File: src/rtl/emu_run_ctrl.sv
// emu_run_ctrl: run control for the emulation harness (target fire, scan clock enables, cycle/step counting, pause logic)
// Ports:
//   clk, resetn          host clock, synchronous active-low reset
//   trig_i, stall_i      DUT trigger levels, model stall
//   do_pause_i/resume_i  host pulse requests
//   scan_i               per-chain scan enables
//   *_write_i/*_wdata_i  host loads of mask, cycle counter, step counter, compare value/enable
//   pause_o, run_en_o    pause state, target fire / DUT clock enable
//   scan_clk_en_o        per-chain clock enables
//   count_o, step_o      cycle counter, remaining steps
//   trig_mask_o          current trigger mask
//   trig_hit_o, reason_o sticky trigger hits, sticky pause reason {host, cmp, step, trig}
//   pause_pulse_o        one-cycle pulse on pause rising edge
module emu_run_ctrl #(
    parameter int CNT_WIDTH    = 64,
    parameter int NUM_TRIG     = 4,
    parameter int NUM_SCAN     = 2,
    parameter bit START_PAUSED = 1'b0
) (
    input  logic                 clk,
    input  logic                 resetn,
    input  logic [NUM_TRIG-1:0]  trig_i,
    input  logic                 stall_i,
    input  logic                 do_pause_i,
    input  logic                 do_resume_i,
    input  logic [NUM_SCAN-1:0]  scan_i,
    input  logic                 mask_write_i,
    input  logic [NUM_TRIG-1:0]  mask_wdata_i,
    input  logic                 count_write_i,
    input  logic [CNT_WIDTH-1:0] count_wdata_i,
    input  logic                 step_write_i,
    input  logic [CNT_WIDTH-1:0] step_wdata_i,
    input  logic                 cmp_write_i,
    input  logic [CNT_WIDTH-1:0] cmp_wdata_i,
    input  logic                 cmp_en_wdata_i,
    output logic                 pause_o,
    output logic                 run_en_o,
    output logic [NUM_SCAN-1:0]  scan_clk_en_o,
    output logic [CNT_WIDTH-1:0] count_o,
    output logic [CNT_WIDTH-1:0] step_o,
    output logic [NUM_TRIG-1:0]  trig_mask_o,
    output logic [NUM_TRIG-1:0]  trig_hit_o,
    output logic [3:0]           reason_o,
    output logic                 pause_pulse_o
);
    localparam logic [CNT_WIDTH-1:0] ONE = CNT_WIDTH'(1);
    logic                 pause_q, pause_d, pulse_q, cmp_en_q;
    logic [CNT_WIDTH-1:0] count_q, count_d, step_q, step_d, cmp_q;
    logic [NUM_TRIG-1:0]  mask_q, hit_q, hit_d, trig_m;
    logic [3:0]           reason_q, reason_d;
    logic                 run_en, step_ev, cmp_ev, trig_ev, any_ev;
    always_comb begin
        run_en   = !pause_q && !stall_i;
        trig_m   = trig_i & mask_q;
        count_d  = count_write_i ? count_wdata_i : run_en ? count_q + ONE : count_q;
        step_d   = step_write_i ? step_wdata_i : (step_q == '0 || !run_en) ? step_q : step_q - ONE;
        // a host write of zero over a live countdown also counts as expiry
        step_ev  = step_q != '0 && step_d == '0;
        // fires on the cycle that brings count to cmp, so the target stops with count == cmp
        cmp_ev   = cmp_en_q && run_en && !count_write_i && (count_q + ONE) == cmp_q;
        trig_ev  = run_en && |trig_m;
        any_ev   = trig_ev || step_ev || cmp_ev || do_pause_i;
        pause_d  = any_ev || (!do_resume_i && pause_q);
        reason_d = any_ev ? reason_q | {do_pause_i, cmp_ev, step_ev, trig_ev} : do_resume_i ? 4'b0 : reason_q;
        hit_d    = any_ev ? hit_q | trig_m : do_resume_i ? '0 : hit_q;
    end
    always_ff @(posedge clk) begin
        if (!resetn) begin
            pause_q  <= START_PAUSED;
            pulse_q  <= 1'b0;
            count_q  <= '0;
            step_q   <= '0;
            cmp_q    <= '0;
            cmp_en_q <= 1'b0;
            mask_q   <= '1;
            hit_q    <= '0;
            reason_q <= '0;
        end else begin
            pause_q  <= pause_d;
            pulse_q  <= pause_d && !pause_q;
            count_q  <= count_d;
            step_q   <= step_d;
            hit_q    <= hit_d;
            reason_q <= reason_d;
            if (cmp_write_i) begin
                cmp_q    <= cmp_wdata_i;
                cmp_en_q <= cmp_en_wdata_i;
            end
            if (mask_write_i) mask_q <= mask_wdata_i;
        end
    end
    assign pause_o       = pause_q;
    assign run_en_o      = run_en;
    assign scan_clk_en_o = {NUM_SCAN{run_en}} | scan_i;
    assign count_o       = count_q;
    assign step_o        = step_q;
    assign trig_mask_o   = mask_q;
    assign trig_hit_o    = hit_q;
    assign reason_o      = reason_q;
    assign pause_pulse_o = pulse_q;
endmodule

File: config.mk
export PLATFORM = sky130hd
export DESIGN_NAME = emu_run_ctrl
export DESIGN_NICKNAME = d
export VERILOG_FILES = /design/src/rtl/emu_run_ctrl.sv
export SDC_FILE = /design/constraint.sdc
export NUM_CORES = 1
export LEC_CHECK = 0
export BUFFER_PORTS_ARGS = -buffer_cell sky130_fd_sc_hd__buf_2
export CAP_MARGIN = 20
export CORE_ASPECT_RATIO = 1.75
export CORE_MARGIN = 2
export CORE_UTILIZATION = 54
export DETAILED_ROUTE_END_ITERATION = 10
export PLACE_DENSITY_LB_ADDON = 0.08
export REMOVE_ABC_BUFFERS = 1
export SLEW_MARGIN = 20
export SYNTH_ARGS = -nofsm -noshare
export SYNTH_HDL_FRONTEND = slang
export SYNTH_SLANG_ARGS = --single-unit
File: constraint.sdc
create_clock -name clk -period 5.4 [get_ports clk]
set_input_delay 0.81 -clock clk [delete_from_list [all_inputs] [get_ports clk]]
set_output_delay 0.81 -clock clk [all_outputs]
set_load 0.01 [all_outputs]
After elaboration in Yosys (flattened, before gate mapping):

Cells that the tools add are included.

* bits in registers: 207
* latch bits: 0
* memory bits (writable): 0
* ROM bits: 0
* output and inout bits: 145
* logic and storage cells: 47
* memories: 0

* add/sub/neg operators: 2
* $mul: 0
* div/mod/pow operators: 0
* $lt $le $gt $ge: 0
* eq/ne operators: 1
* shift-type cells: 0
* muxes and demuxes: 7
* bitwise logic cells: 4
* reductions and logical operators: 24

Operators with widths (number)
* $mux W64: 4
* $logic_not A64 Y1: 2
* $add A64 B1 Y64 const B: 1
* $eq A64 B64 Y1: 1
* $reduce_bool A64 Y1: 1
* $sub A64 B1 Y64 const B: 1
* $mux W4: 3
* $logic_and A1 B1 Y1: 8
* $or A4 B4 Y4: 2
* $logic_not A1 Y1: 5
* $logic_or A1 B1 Y1: 5
* $and A4 B4 Y4: 1
* $reduce_bool A2 Y1: 2
* $reduce_or A4 Y1: 1
* $or A2 B2 Y2: 1

Logic depth before layout (Yosys ltp):

Gate-level depths: netlist (run 1).

* depth in word-level cells: 13
* gate-level depth with buffers: 14

Least setup slack after synthesis (run 1):

Ideal clock, no wire load.

* path type: input-to-reg
* from: input stall_i
* to: register hit_q[0] (netlist: trig_hit_o[0])
* setup time: 59 ps
* data arrival time: 4402 ps
* data required time: 5341 ps
* setup slack: 940 ps
* stages: 13
* path buffers: 1
* path through: or2_1 > clkbuf_1 > inv_2 > nand4_1 > or2_1 > o31a_1 > or4_1 > or4_1 > a2111oi_2 > nand4_1 > or4_4 > a41oi_4 > a22o_1

* word-level cells in the longest chain between the ends: 12
* elaborated cells on any way between the ends: 17
* those cells by class: mux: 3; reduce/logical: 14

RTL lines
* from (decl): line 23 `input logic stall_i,`
* $logic_not A1 Y1 (*): line 53 `run_en = !pause_q && !stall_i;`
* $logic_and A1 B1 Y1 (*): line 53
* $logic_not A1 Y1: line 56 `step_d = step_write_i ? step_wdata_i : (step_q == '0 || !run_en) ? step_q : step_q - ONE;`
* $logic_or A1 B1 Y1: line 56
* $mux W64 (2 in series): line 56
* $logic_not A64 Y1: line 58 `step_ev = step_q != '0 && step_d == '0;`
* $logic_and A1 B1 Y1: line 58
* $logic_or A1 B1 Y1: line 62 `any_ev = trig_ev || step_ev || cmp_ev || do_pause_i;`
* $logic_or A1 B1 Y1 (*) (2 in series): line 62
* $mux W4 or $reduce_bool A2 Y1 (tied branches)
* to (signal assigned): line 83 `hit_q <= hit_d;`
* to (decl): line 49 `logic [NUM_TRIG-1:0] mask_q, hit_q, hit_d, trig_m;`

Every way passes the cells marked *; elsewhere a longest branch is shown, timed or not.
A chain may end at the register's enable or synchronous reset.

Worst setup path in the final report (run 1):

* from: register step_q[48] (netlist: step_o[48])
* to: register hit_q[2] (netlist: trig_hit_o[2])

* word-level cells in the longest chain between the ends: 10
* elaborated cells on any way between the ends: 13
* those cells by class: add/sub: 1; mux: 3; reduce/logical: 9

RTL lines
* from (decl): line 48 `logic [CNT_WIDTH-1:0] count_q, count_d, step_q, step_d, cmp_q;`
* from (signal assigned): line 82 `step_q <= step_d;`
* branches (longest 5 deep; another with $sub A64 B1 Y64)
* $logic_and A1 B1 Y1 (*): line 58
* $logic_or A1 B1 Y1 (*) (3 in series): line 62
* $mux W4 or $reduce_bool A2 Y1 (tied branches)

Mark *: on every way between the ends.

==> results of run 1 <==
## placed cells by master (no fill, tap or decap), drive strengths merged, types with 9 or more instances in the layout
cell type	n
inv	24
a31oi	27
nand3	73
o31ai	11
diode	9
nor3	58
clkbuf	24
nand2	134
nand2b	12
and3	23
a211oi	14
o21ai	27
nor2	284
xnor2	97
nor4	47
and2	16
clkinv	9
xor2	80
or4	26
dfxtp	207
nand4	48
mux2i	80
buf	396
or3	26
a21oi	107
nor2b	15
## flip-flops by register name, indices dropped and copies added, names as in the netlist
name	cells
trig_hit_o	4
pause_pulse_o	1
trig_mask_o	4
cmp_en_q	1
count_o	64
step_o	64
reason_o	4
cmp_q	64
pause_o	1
## report_power, final
group	internal [mW]	switching, mW	total (mW)
clock	0.891	0.671	1.56
sequential	1.62	0.141	1.76
combinational	0.341	0.476	0.817
## critical path, delay by kind of cell, from the launching register on
family,cells,cell delay (ns)
compound gates,4,0.96
buf+inv,2,0.49
flops,1,0.39
simple gates,7,3.16
## how the worst max path moves through the flow
stage	startpoint	end	slack (ns)
after floorplan	stall_i	trig_hit_o[0]	0.39
after global placement	step_o[48]	trig_hit_o[0]	0.69
after detailed placement	stall_i	trig_hit_o[2]	0.58
after CTS	step_o[48]	trig_hit_o[2]	0.62
after global routing	step_o[48]	trig_hit_o[2]	0.33
final	step_o[48]	trig_hit_o[2]	0.34
## cell families after synthesis
logic type	Yosys count
simple gates	795
compound gates	282
flops	207
xor+xnor	177
buf+inv	129
mux	82
fa+ha+maj	2
## stage by stage
stage	setup WS [ns]	cell area, um2	std cells	hold WS, ns
after floorplan	0.392	12500	1568	0.452
after global placement	0.687	14900	2268	0.448
after detailed placement	0.577	14900	2268	0.462
after CTS	0.621	15600	2305	0.483
after global routing	0.332	15700	2310	0.497
final	0.343	15700	2314	0.482
## per-layer routing
layer	vias up	routed length (um)
met4	4	4800
met5	-	16
met2	759	25700
met1	6646	17000
met3	242	3630
li1	6629	-
## cell type report
class,count,area (um2),share of cell area [%]
Sequential cell,207,4140,26.5
Multi-Input combinational cell,1338,8230,52.5
Tap cell,304,380,2.43
Inverter,23,88.8,0.567
Clock inverter,13,155,0.990
Antenna cell,9,22.5,0.144
Clock buffer,24,557,3.55
Timing Repair Buffer,396,2090,13.3
==> results.md, run 1 <==
* Status: complete, no violations
* Worst hold path type: register to register
* Global-route wire length before repair at 77.0 mm
* Synth unique cells at 77
* R2R Setup Slk at 0.34 ns
* CTS tree: built
* GRT busiest layer: met2
* Final worst path period share at 93.7%
* Die footprint at 0.0251 mm2
* Share of layout cells above drive strength 1 at 23.1%
* Die Span X at 121 um
* Routed WL per cell at 22.1 um
* CP endpoint kind: register
* Power, Total at 4.14 mW
* H-tree levels at 1
* R2R cell count at 13
* Setup TNS at 0 ns
* Main area contributors after synthesis: dfxtp_1, nor2_1, xnor2_1
* Die extent in y at 208 um
* CTS buffer count at 21
* Worst hold start: trig_hit_o[1]
* Layout Utilization at 67.1%
* Total routed wirelength at 51.1 mm
* Reg2Reg Launch Point: step_o[48]
* CTS resizes at 0
* Clock root buffer: clkbuf_16
* Worst-path cell chain: nor4_1, nand2_1, or4_1, o31ai_2, buf_4, or4_1, a31oi_1, nor4_1, nand4_1, buf_4, or4_4, a41oi_4, a22o_1
* # hold bufs at CTS at 0
* Post-Synth Simple-Gate Area at 30.6%
* Initial Utilization at 55.1%
* Met3 Usage GRT at 6.66%
* Fmax at 198 MHz
* CP Launch Type: register
* Synth Area in Compound Gates at 14.8%
* Initial antenna violation count at 11
* Endpoints failing hold at 0
* Top fanout value on the critical path at 10
* Max clock buf depth at 3
* Cell with the most instances after synthesis: nor2_1
* Post-Synth Adder-Cell Area at 0.195%
* Antenna Nets Post-Route at 0
* Worst Hold Path EP: trig_hit_o[1]
* Register bit count reported by yosys at 207
* Worst-Skew Late Latency at 0.52 ns
* Leakage at 6.64 nW
* Final HPWL from detailed placement at 38.9 mm
* Largest net degree at the start of global routing at 86
* Fillers at 2092
* Synth async-reset ratio at 0%
* Relative slew slack at 37.4%
* Max-Cap Viols at 0
* WP data required at 5.87 ns
* Routability congestion estimate at 0.990
* Synth cell count leaders: nor2_1, dfxtp_1, nand2_1
* Slowest stage delay, CP at 0.74 ns
* Clock-pin slew on the worst setup and hold paths at 0.07 ns
* Post-synthesis cell area at 0.0129 mm2
* Main combinational cell family by area after synthesis: simple AND/OR/NAND/NOR gates
* Vias/cell at 6.17
* Num rows at 74
* Yosys warns at 0
* Critical Path AT at 5.52 ns
* Clk_skew at 0.0114 ns
* XOR/XNOR Fraction of Synth Area at 12.1%
* Vias at 14300
* Core box area at 0.0233 mm2
* Synth Instances at 1674
* Worst-Margin Slew at 0.930 ns
* M1 GR Usage at 39.5%
* Met2 usage at 69.4%
* RR Endpoint: trig_hit_o[2]
* Sequential area share after synthesis at 32.2%
* First-iteration detailed-routing DRC count at 1228
* Multiplexer area fraction after synthesis at 6.40%
* Mean area per synthesized cell at 7.68 um2
* Total grt overflow at 0
* Vias in the first global route at 14000
* Final Critical Period at 5.06 ns
* Setup violations, final at 0
* Clk sink count at 207
* Yosys top cell by area: dfxtp_1
* Number of I/O pins at 357
* TritonRoute pass-1 iters at 7
* Buffers on Ports at 356
* Post-synth EDFFs at 0
* Ys flop type: dfxtp_1
* Setup CP Type: register to register
* Post-CTS setup repair buffer count at 0
* Worst Hold Depth at 1
* Remaining DRCs at 0
* Area growth syn-to-layout at 21.8%
* Slew Limit Fails at 0
* Yosys top cell area share at 32.2%
* Peak VDD IR at 0.230 mV
* RSZ-0062 raised after global routing: false
* Tot GR Track Use at 39.3%
* CP max stage cell: nor4_1
* PD cells at 264 mW/mm2
* Nets at 2201
(Power assumes the default switching activity.)
==> inputs of run 2 (changes only) <==
--- a/config.mk
+++ b/config.mk
@@ -7,9 +7,11 @@
 export LEC_CHECK = 0
 export BUFFER_PORTS_ARGS = -buffer_cell sky130_fd_sc_hd__buf_2
 export CAP_MARGIN = 20
+export CELL_PAD_IN_SITES_DETAIL_PLACEMENT = 1
+export CELL_PAD_IN_SITES_GLOBAL_PLACEMENT = 2
 export CORE_ASPECT_RATIO = 1.75
 export CORE_MARGIN = 2
-export CORE_UTILIZATION = 54
+export CORE_UTILIZATION = 30
 export DETAILED_ROUTE_END_ITERATION = 10
 export PLACE_DENSITY_LB_ADDON = 0.08
 export REMOVE_ABC_BUFFERS = 1
==> results.md, run 2 (synthesized netlist as in run 1, its figures left out) <==
* Clock-pin slew on the worst setup and hold paths at 0.06 ns (about the same)
* Initial Utilization at 30.3% (-25 points)
* Reg2Reg Launch Point: step_o[8]
* Final Critical Period at 4.93 ns (-0.124 ns)
* Worst hold start: reason_o[2]
* R2R Setup Slk at 0.47 ns (+0.12 ns)
* Max-Cap Viols at 0 (unchanged)
* Worst hold path type: register to register
* Power, Total at 4.37 mW (+5.5%)
* Number of I/O pins at 357 (unchanged)
* Final worst path period share at 91.3% (-2.3 points)
* Worst-Skew Late Latency at 0.55 ns (+0.03 ns)
* Remaining DRCs at 0 (unchanged)
* Clock root buffer: clkbuf_16
* Max clock buf depth at 3 (unchanged)
* WP data required at 5.88 ns (about the same)
* Num rows at 100 (+35%)
* CP Launch Type: register
* Final instance area at 0.0163 mm2 (+4.3%)
* H-tree levels at 1 (unchanged)
* RSZ-0062 raised after global routing: false
* R2R cell count at 12 (-1)
* Worst-Margin Slew at 0.931 ns (+0.000795 ns)
* # hold bufs at CTS at 0 (unchanged)
* CTS resizes at 0 (unchanged)
* Initial antenna violation count at 9 (-2)
* FF+latch area at 0.00414 mm2 (unchanged)
* Routed WL per cell at 24.6 um (+11%)
* Vias in the first global route at 15000 (+7.7%)
* TritonRoute pass-1 iters at 5 (-2)
* Status: complete, no violations
* PD cells at 267 mW/mm2 (+1.1%)
* Fmax at 203 MHz (+2.5%)
* Most frequent cells in the layout: buf_2, nor2_1, dfxtp_1, nand2_1, a21oi_1
* Slew Limit Fails at 0 (unchanged)
* Total grt overflow at 0 (unchanged)
* Placed Area at 0.0155 mm2 (+4.0%)
* Fillers at 5324 (+150%)
* Setup CP Type: register to register
* Vias/cell at 5.46 (-12%)
* Smallest hold slack at 0.482 ns (+0.000154 ns)
* Core box area at 0.0424 mm2 (+82%)
* Die footprint at 0.0446 mm2 (+78%)
* CTS buffer count at 24 (+14%)
* Nets at 2236 (+1.6%)
* Setup TNS at 0 ns (unchanged)
* Antenna Nets Post-Route at 0 (unchanged)
* Vias at 14200 (-0.65%)
* First-iteration detailed-routing DRC count at 688 (-44%)
* Critical Path AT at 5.41 ns (-0.11 ns)
* Worst Hold Path EP: reason_o[2]
* Area of the multi-input gates at 0.00823 mm2 (+0.11%)
* Setup violations, final at 0 (unchanged)
* Buffers on Ports at 356 (unchanged)
* Die Span X at 160 um (+33%)
* CP endpoint kind: register
* Most common cell after layout, fill and taps aside: buf_2
* Worst Hold Depth at 2 (+1)
* Global-route wire length before repair at 94.5 mm (+23%)
* Tot GR Track Use at 28.2% (-11 points)
* Total routed wirelength at 64.0 mm (+25%)
* Routability congestion estimate at 0.921 (-6.9%)
* Area growth syn-to-layout at 27.0%
* Peak VDD IR at 0.185 mV (-20%)
* Clk sink count at 207 (unchanged)
* RR Endpoint: trig_hit_o[0]
* Leakage at 6.84 nW (+3.0%)
* Endpoints failing hold at 0 (unchanged)
* Post-CTS setup repair buffer count at 0 (unchanged)
* Final HPWL from detailed placement at 50.9 mm (+31%)
* Top fanout value on the critical path at 11 (+1)
* Die extent in y at 278 um (+34%)
* CTS tree: built
* Share of layout cells above drive strength 1 at 24.4% (+1.2 points)
* CP startpoint: step_o[8]
* Largest net degree at the start of global routing at 102 (+19%)
* Clk_skew at 0.0144 ns (+0.00305 ns)
* Relative slew slack at 37.9% (+0.52 points)
==> run 2: where the power goes <==
group	switching [mW]	leakage, nW	total (mW)	internal [mW]
clock	0.721	0.390	1.73	1.01
sequential	0.139	1.71	1.76	1.62
combinational	0.520	4.74	0.878	0.358
total	1.38	6.84	4.37	2.99
==> run 2: worst max path at each step <==
stage                     to  slack [ns]
2_1_floorplan  trig_hit_o[0]        0.39
3_3_place_gp   trig_hit_o[2]        0.59
3_5_place_dp   trig_hit_o[0]        0.49
4_1_cts        trig_hit_o[0]        0.46
5_1_grt        trig_hit_o[0]        0.23
6_report       trig_hit_o[0]        0.47
==> run 2: worst max-delay path, stage by stage (launching register included) <==
cell,delay [ns]
dfxtp_1,0.37
nor4_1,0.76
nand3_1,0.16
buf_4,0.23
or2_1,0.31
o31a_1,0.31
or4_1,0.55
or4_1,0.44
a2111oi_2,0.40
nand4_1,0.19
or4_4,0.60
a41oi_4,0.34
a22o_1,0.20
==> run 2: final cells by class <==
class / count / share of cell area [%]
tap: 561 / 4.30
sequential: 207 / 25.4
antenna: 1 / 0.0153
timing repair buffer: 428 / 14.4
multi-input combinational: 1338 / 50.4
inverter: 23 / 0.559
clock inverter: 7 / 0.575
clock buffer: 35 / 4.37
==> run 2: metal layers <==
layer	up-vias	GRT usage, %	wire length, um
met5	-	0	103
met4	14	16.3	4160
met3	152	4.46	2860
met2	417	57.8	36400
met1	6913	25.1	20500
li1	6691	-	-
==> run 2: per-stage QoR <==
stage | std cells | setup WS, ns | utilization [%]
global placement | 2557 | 0.585 | 36.6
global route | 2600 | 0.229 | 38.5
detailed placement | 2557 | 0.488 | 36.6
finish | 2600 | 0.467 | 38.5
CTS | 2599 | 0.459 | 38.5
floorplan | 1568 | 0.392 | -
==> inputs of run 3 (changes only) <==
--- a/config.mk
+++ b/config.mk
@@ -10,7 +10,7 @@
 export CELL_PAD_IN_SITES_DETAIL_PLACEMENT = 1
 export CELL_PAD_IN_SITES_GLOBAL_PLACEMENT = 2
 export CORE_ASPECT_RATIO = 1.75
-export CORE_MARGIN = 2
+export CORE_MARGIN = 4
 export CORE_UTILIZATION = 30
 export DETAILED_ROUTE_END_ITERATION = 10
 export PLACE_DENSITY_LB_ADDON = 0.08
==> results.md, run 3 (synthesized netlist as in run 1, its figures left out) <==
* Status: complete, no violations
* Most common cell after layout, fill and taps aside: buf_2
* Total grt overflow at 0 (unchanged)
* CP Launch Type: register
* Remaining DRCs at 0 (unchanged)
* Worst-Skew Late Latency at 0.55 ns (about the same)
* H-tree levels at 1 (unchanged)
* Tot GR Track Use at 26.9% (-1.3 points)
* Clk sink count at 207 (unchanged)
* Final worst path period share at 92.8% (+1.5 points)
* Vias/cell at 5.41 (-0.78%)
* Final HPWL from detailed placement at 51.9 mm (+2.0%)
* RSZ-0062 raised after global routing: false
* Die Span X at 164 um (+2.5%)
* Int Power at 3.06 mW (+2.4%)
* Most frequent cells in the layout: buf_2, nor2_1, dfxtp_1, nand2_1, a21oi_1
* Setup CP Type: register to register
* Critical Path AT at 5.49 ns (+0.08 ns)
* Global-route wire length before repair at 93.3 mm (-1.2%)
* Number of I/O pins at 357 (unchanged)
* Worst hold start: reason_o[1]
* PD cells at 270 mW/mm2 (+1.1%)
* Share of layout cells above drive strength 1 at 24.9% (+0.55 points)
* Power share of the sequential group at 39.7% (-0.6 points)
* Buffers on Ports at 356 (unchanged)
* Endpoints failing hold at 0 (unchanged)
* Initial antenna violation count at 12 (+3)
* Top fanout value on the critical path at 7 (-4)
* Fillers at 5241 (-1.6%)
* Die extent in y at 282 um (+1.4%)
* Max-Cap Viols at 0 (unchanged)
* # hold bufs at CTS at 0 (unchanged)
* Worst-Margin Slew at 0.865 ns (-0.0659 ns)
* Routed WL per cell at 24.8 um (+0.83%)
* Clock-pin slew on the worst setup and hold paths at 0.07 ns (about the same)
* Total routed wirelength at 65.0 mm (+1.4%)
* Vias at 14200 (-0.17%)
* Max clock buf depth at 3 (unchanged)
* Sw Ratio at 31.2% (-0.41 points)
* Vias in the first global route at 15100 (+0.23%)
* Clk pwr share at 40.6% (+1.0 points)
* Core box area at 0.0424 mm2 (unchanged)
* Initial Utilization at 30.3% (unchanged)
* RR Endpoint: trig_hit_o[0]
* Setup TNS at 0 ns (unchanged)
* CTS buffer count at 24 (unchanged)
* Combinational power share at 19.7% (-0.4 points)
* TritonRoute pass-1 iters at 5 (unchanged)
* Worst Hold Path EP: reason_o[1]
* Relative slew slack at 42.0% (+4.1 points)
* CTS tree: built
* Post-CTS setup repair buffer count at 0 (unchanged)
* FF+latch area at 0.00414 mm2 (unchanged)
* Final Critical Period at 5.01 ns (+0.0784 ns)
* Net Sw Power at 1.39 mW (+0.45%)
* Leakage at 6.91 nW (+1.1%)
* Largest net degree at the start of global routing at 64 (-37%)
* Die footprint at 0.0464 mm2 (+4.0%)
* Area of the multi-input gates at 0.00823 mm2 (about the same)
* Fmax at 200 MHz (-1.6%)
* Smallest hold slack at 0.463 ns (-0.0195 ns)
* Num rows at 100 (unchanged)
* CP endpoint kind: register
* Reg2Reg Launch Point: step_o[40]
* Nets at 2245 (+0.40%)
* Area growth syn-to-layout at 27.9%
* First-iteration detailed-routing DRC count at 531 (-23%)
* WP data required at 5.88 ns (about the same)
* Worst hold path type: register to register
* R2R Setup Slk at 0.39 ns (-0.08 ns)
* Final cell count without fillers at 2616 (+0.62%)
* Inst Count DP at 2566 (+0.35%)
* Setup violations, final at 0 (unchanged)
* Antenna Nets Post-Route at 0 (unchanged)
* Worst Hold Depth at 1 (-1)
* CTS resizes at 0 (unchanged)
* Clk_skew at 0.0202 ns (+0.00581 ns)
* Routability congestion estimate at 0.916 (-0.55%)
* Clock root buffer: clkbuf_16
* Peak VDD IR at 0.166 mV (-10%)
* R2R cell count at 12 (unchanged)
* Slew Limit Fails at 0 (unchanged)
[run 3: changes by cell type in the layout (fill, tap and decap cells not counted), moves of 2 or more]
cell	before	now
clkbuf_8	5	3
clkinvlp_4	2	0
clkbuf_1	5	3
bufinv_16	2	4
clkinv_2	2	8
diode_2	1	6
buf_4	72	81
[run 3: critical path: stages, from the launching register on]
cell,delay [ns]
dfxtp_1,0.39
nor4_1,0.73
nand4_1,0.38
buf_4,0.28
or4_1,0.49
a2111oi_0,0.69
xor2_1,0.14
mux2_2,0.32
a21oi_1,0.13
o2111ai_1,0.23
or4_4,0.63
a41oi_4,0.34
a22o_1,0.20
[run 3: final cells by class]
class | count | share of cell area (%)
multi-input combinational | 1338 | 50.0
timing repair buffer | 437 | 14.7
tap | 561 | 4.27
inverter | 23 | 0.540
sequential | 207 | 25.2
clock buffer | 31 | 4.12
antenna | 6 | 0.0913
clock inverter | 13 | 1.03
[run 3: per-stage QoR]
stage / cell area [um2] / setup slack (ns) / util, % / power (mW)
final: 16400 / 0.389 / 38.8 / 4.45
after global routing: 16400 / 0.124 / 38.8 / 4.64
after CTS: 16400 / 0.300 / 38.7 / 4.51
after detailed placement: 15600 / 0.328 / 36.7 / 2.68
after global placement: 15600 / 0.413 / 36.7 / 2.67
after floorplan: 12500 / 0.392 / - / 2.20
[run 3: power by group through the flow]
stage	logic (mW)	registers (mW)	clock network, mW
6_report	0.875	1.77	1.80
5_1_grt	0.951	1.78	1.91
4_1_cts	0.885	1.77	1.85
3_5_place_dp	0.879	1.80	0
3_3_place_gp	0.872	1.80	0
2_1_floorplan	0.418	1.78	0
[run 3: worst max path at each step]
stage,startpoint,endpoint,slack (ns)
after detailed placement,step_o[40],trig_hit_o[0],0.33
after floorplan,stall_i,trig_hit_o[0],0.39
after global placement,step_o[40],trig_hit_o[3],0.41
after CTS,step_o[40],trig_hit_o[0],0.30
final,step_o[40],trig_hit_o[0],0.39
after global routing,step_o[39],trig_hit_o[0],0.12
[run 3: per-layer routing]
layer	vias to the layer above	share of wire (%)	track usage, %
met5	-	0.068	0
met4	6	6.8	15.7
met3	160	4.8	4.58
met2	406	56	54.2
met1	6876	32	24.4
li1	6715	-	-
